<file path="src/rtl/thread_regfile.sv">
// Per-thread register file: sixteen DATA_BITS registers feeding the ALU/LSU operands.
// R13..R15 are read-only thread identity registers (block index, block size, thread id).
module thread_regfile #(
    parameter int THREAD_ID         = 0,
    parameter int THREADS_PER_BLOCK = 4,
    parameter int DATA_BITS         = 8
) (
    input  logic                 clock,
    input  logic                 reset,
    input  logic                 enable,
    input  logic [2:0]           core_state,
    input  logic [7:0]           block_id,
    input  logic [3:0]           rd_addr,
    input  logic [3:0]           rs_addr,
    input  logic [3:0]           rt_addr,
    input  logic                 reg_write_enable,
    input  logic [1:0]           reg_input_mux,
    input  logic [DATA_BITS-1:0] immediate,
    input  logic [DATA_BITS-1:0] alu_out,
    input  logic [DATA_BITS-1:0] lsu_out,
    output logic [DATA_BITS-1:0] rs_out,
    output logic [DATA_BITS-1:0] rt_out
);

    localparam logic [2:0] STATE_REQUEST = 3'b011;
    localparam logic [2:0] STATE_UPDATE  = 3'b110;

    localparam logic [1:0] MUX_ALU  = 2'b00;
    localparam logic [1:0] MUX_LSU  = 2'b01;
    localparam logic [1:0] MUX_IMM  = 2'b10;

    localparam logic [3:0] FIRST_READ_ONLY = 4'd13;

    logic [DATA_BITS-1:0] regs [0:15];
    logic [DATA_BITS-1:0] write_data;
    logic                 write_valid;

    always_comb begin
        write_data  = '0;
        write_valid = 1'b0;
        case (reg_input_mux)
            MUX_ALU: begin
                write_data  = alu_out;
                write_valid = 1'b1;
            end
            MUX_LSU: begin
                write_data  = lsu_out;
                write_valid = 1'b1;
            end
            MUX_IMM: begin
                write_data  = immediate;
                write_valid = 1'b1;
            end
            default: begin
                write_data  = '0;
                write_valid = 1'b0;
            end
        endcase
    end

    // Reads and writes live in different core states, so no write-to-read bypass is needed.
    always_ff @(posedge clock) begin
        if (reset) begin
            for (int i = 0; i < 13; i++) begin
                regs[i] <= '0;
            end
            regs[13] <= '0;
            regs[14] <= DATA_BITS'(THREADS_PER_BLOCK);
            regs[15] <= DATA_BITS'(THREAD_ID);
            rs_out   <= '0;
            rt_out   <= '0;
        end else if (enable) begin
            regs[13] <= DATA_BITS'(block_id);
            if (core_state == STATE_REQUEST) begin
                rs_out <= regs[rs_addr];
                rt_out <= regs[rt_addr];
            end
            if (core_state == STATE_UPDATE && reg_write_enable && write_valid
                && rd_addr < FIRST_READ_ONLY) begin
                regs[rd_addr] <= write_data;
            end
        end
    end

endmodule

</file>
<file path="config.mk">
export PLATFORM = sky130hd
export DESIGN_NAME = thread_regfile
export DESIGN_NICKNAME = d
export VERILOG_FILES = /design/src/rtl/thread_regfile.sv
export SDC_FILE = /design/constraint.sdc
export NUM_CORES = 1
export LEC_CHECK = 0
export ABC_AREA = 1
export CAP_MARGIN = 20
export CELL_PAD_IN_SITES_DETAIL_PLACEMENT = 2
export CELL_PAD_IN_SITES_GLOBAL_PLACEMENT = 2
export CORE_MARGIN = 4
export CORE_UTILIZATION = 30
export DETAILED_ROUTE_END_ITERATION = 16
export GPL_ROUTABILITY_DRIVEN = 0
export PLACE_DENSITY_LB_ADDON = 0.1
export SLEW_MARGIN = 20
export SYNTH_ARGS = -nofsm -noshare
export SYNTH_HDL_FRONTEND = slang
export SYNTH_SLANG_ARGS = --single-unit
</file>
<file path="constraint.sdc">
create_clock -name clock -period 3.5 [get_ports clock]
set_input_delay 0.7 -clock clock [delete_from_list [all_inputs] [get_ports clock]]
set_output_delay 0.7 -clock clock [all_outputs]
set_load 0.01 [all_outputs]
</file>
==> out/qor.csv <==
metric,value,unit
cpPeakStageDelay,0.49,ns
vias,7654,
core_area,27700,um2
fin_worst_skew,0.0135,ns
clock_latency,0.44,ns
cts_resized,0,
worst_pin_slew,0.845,ns
drive_above_1_share,0.0898,
final_util,0.367,
drv_slew,0,
pwr_density_cell,450,nW/um2
peakVddDrop,293,uV
fmax,366,MHz
yosysTopAreaCell,edfxtp_1,
fin_crit_sh,0.781,
hold_viol_final,0,
slew_headroom,0.437,
cts_root_buf,clkbuf_16,
cellLeakagePower,4.77,nW
die_h,176,um
die-width,176,um
drt_iter0_markers,568,
power.total,4.57,mW
clk_pin_slew,0.07,ns
synth_top_area_frac,0.456,
firstDrtPassIters,5,
antenna_found_initial,0,
worstHoldStart,rt_out[0],
hold_buffers,0,
cp_slowest_cell,clkdlybuf4s50_1,
grt_max_degree,65,
cp_cell_sequence,"clkdlybuf4s50_1, nand4_1, nor3b_4, nand2_4, nor2_8, nand2_4, nand2_1",
fillers,3207,
crit_path_start_kind,input pin,
maxCapViolations,0,
yosysUniqueCellTypes,20,
finalSetupViolCount,0,
cp_common_cell,nand2_4,
drcViolationCount,0,
path_class,input pin to flop,
synth_seq_cells,144,
cp-end-kind,flop,
fin_area,10200,um2
grt_pass1_wl,51900,um
vias_per_cell,4.88,
rsz0062_at_grt,no,
worst_ep_required_time,3.60,ns
min_to,rt_out[0],
diodes,0,
grtUsageTotal,0.227,
synth_area_per_cell,7.59,um2
cts.path.max_buffers,2,
synth_area_leaders,"edfxtp_1, nand3_1, nand2_1, inv_1, nor2_1",
cts.htree.levels,4,
hold_ws,0.567,ns
syn_inst,1110,
dieArea,30800,um2
dpl.hpwl,24700,um
area_growth,20.8,%
grt_pass1_vias,8170,
hp-class,flop to flop,
place_area,9580,um2
outcome,"complete, no violations",
crit_arrival,2.83,ns
clock-sinks,144,
layout.nets,1232,
drt-total-wl,34300,um
holdPathStages,4,
cts_setup_buffers,0,
final.setup.tns,0,ns
wl_per_cell,21.9,um
fp-row-count,61,
io_pins,69,
crit_fanout,9,
grt_overflow_total,0,
reg2reg_to,rs_out[0],
synth_area,8420,um2
postRouteAntennaNets,0,
start_util,0.304,
ys_seq_area_frac,0.495,
r2r_cells,8,
tritoncts,built,
port_buffers,68,
yosys_warnings,0,
layout_commonest_cell,nand2_1,
r2r_slack,1.99,ns
reg2reg_from,regs[1][0],
cts_made_buffers,17,
min_period,2.73,ns
layout_common_cells,"nand2_1, nand3_1, inv_1",
==> worst max path at each step <==
stage | start | to | slack [ns] | cells past startpoint
6_report | reg_write_enable | regs[5][7] | 0.77 | 7
5_1_grt | reg_write_enable | regs[5][2] | 0.62 | 7
4_1_cts | reg_write_enable | regs[5][7] | 0.75 | 7
3_5_place_dp | reg_write_enable | regs[5][5] | 0.29 | 7
3_3_place_gp | reg_write_enable | regs[3][7] | 0.41 | 7
2_1_floorplan | core_state[0] | regs[5][0] | 1.36 | 7
==> area by class of cell <==
type                       instances  area [um2]  area share
sequential                       144        4160       0.409
inverter                         179         672      0.0661
tap                              378         473      0.0465
timing repair buffer             100         911      0.0895
clock buffer                      17         425      0.0418
multi-input combinational        737        3360       0.331
clock inverter                    15         163      0.0160
==> cells by family (layout without fill, tap and decap cells) <==
logic type / after synthesis / count (layout) / share of synthesized area
flip-flops: 144 / 144 / 0.495
buffers and inverters: 243 / 311 / 0.112
other: 2 / 16 / 0.000892
AO/OA/AOI/OAI: 9 / 9 / 0.0149
AND/OR/NAND/NOR: 712 / 712 / 0.378
==> cells in the mapped netlist, drive strengths merged <==
cell and n:
a221oi 8, buf 33, clkbuf 31, conb 2, dfxtp 16, edfxtp 128, inv 179, nand2 306
nand3 242, nand4 1, nor2 161, nor3b 1, o21ai 1, or2 1
==> metrics by stage <==
step           setup slack, ns  instances
2_1_floorplan             1.36       1124
3_3_place_gp             0.406       1538
3_5_place_dp             0.293       1538
4_1_cts                  0.745       1570
5_1_grt                  0.618       1570
6_report                 0.765       1570
==> per-layer routing <==
metal	wire length, um	vias up	track usage
met5	0	-	0
met2	16400	181	0.379
li1	-	3631	-
met3	1460	40	0.0301
met4	813	0	0.0682
met1	15600	3802	0.309
==> where the power goes <==
part | total [mW] | switching [mW] | internal, mW | leakage, nW
Combinational | 0.696 | 0.482 | 0.214 | 3.12
Sequential | 2.00 | 0.0384 | 1.96 | 1.36
Clock | 1.88 | 0.866 | 1.02 | 0.285
==> critical path, delay by kind of cell <==
kind / cells / cell delay [ns]
and+or+nand+nor: 6 / 1.64
buffers and inverters: 1 / 0.49
==> state kept, by name, summed over array words and instances (netlist names) <==
name,count
regs,128
rs_out,8
rt_out,8
Power figures use the tool's default switching activity.
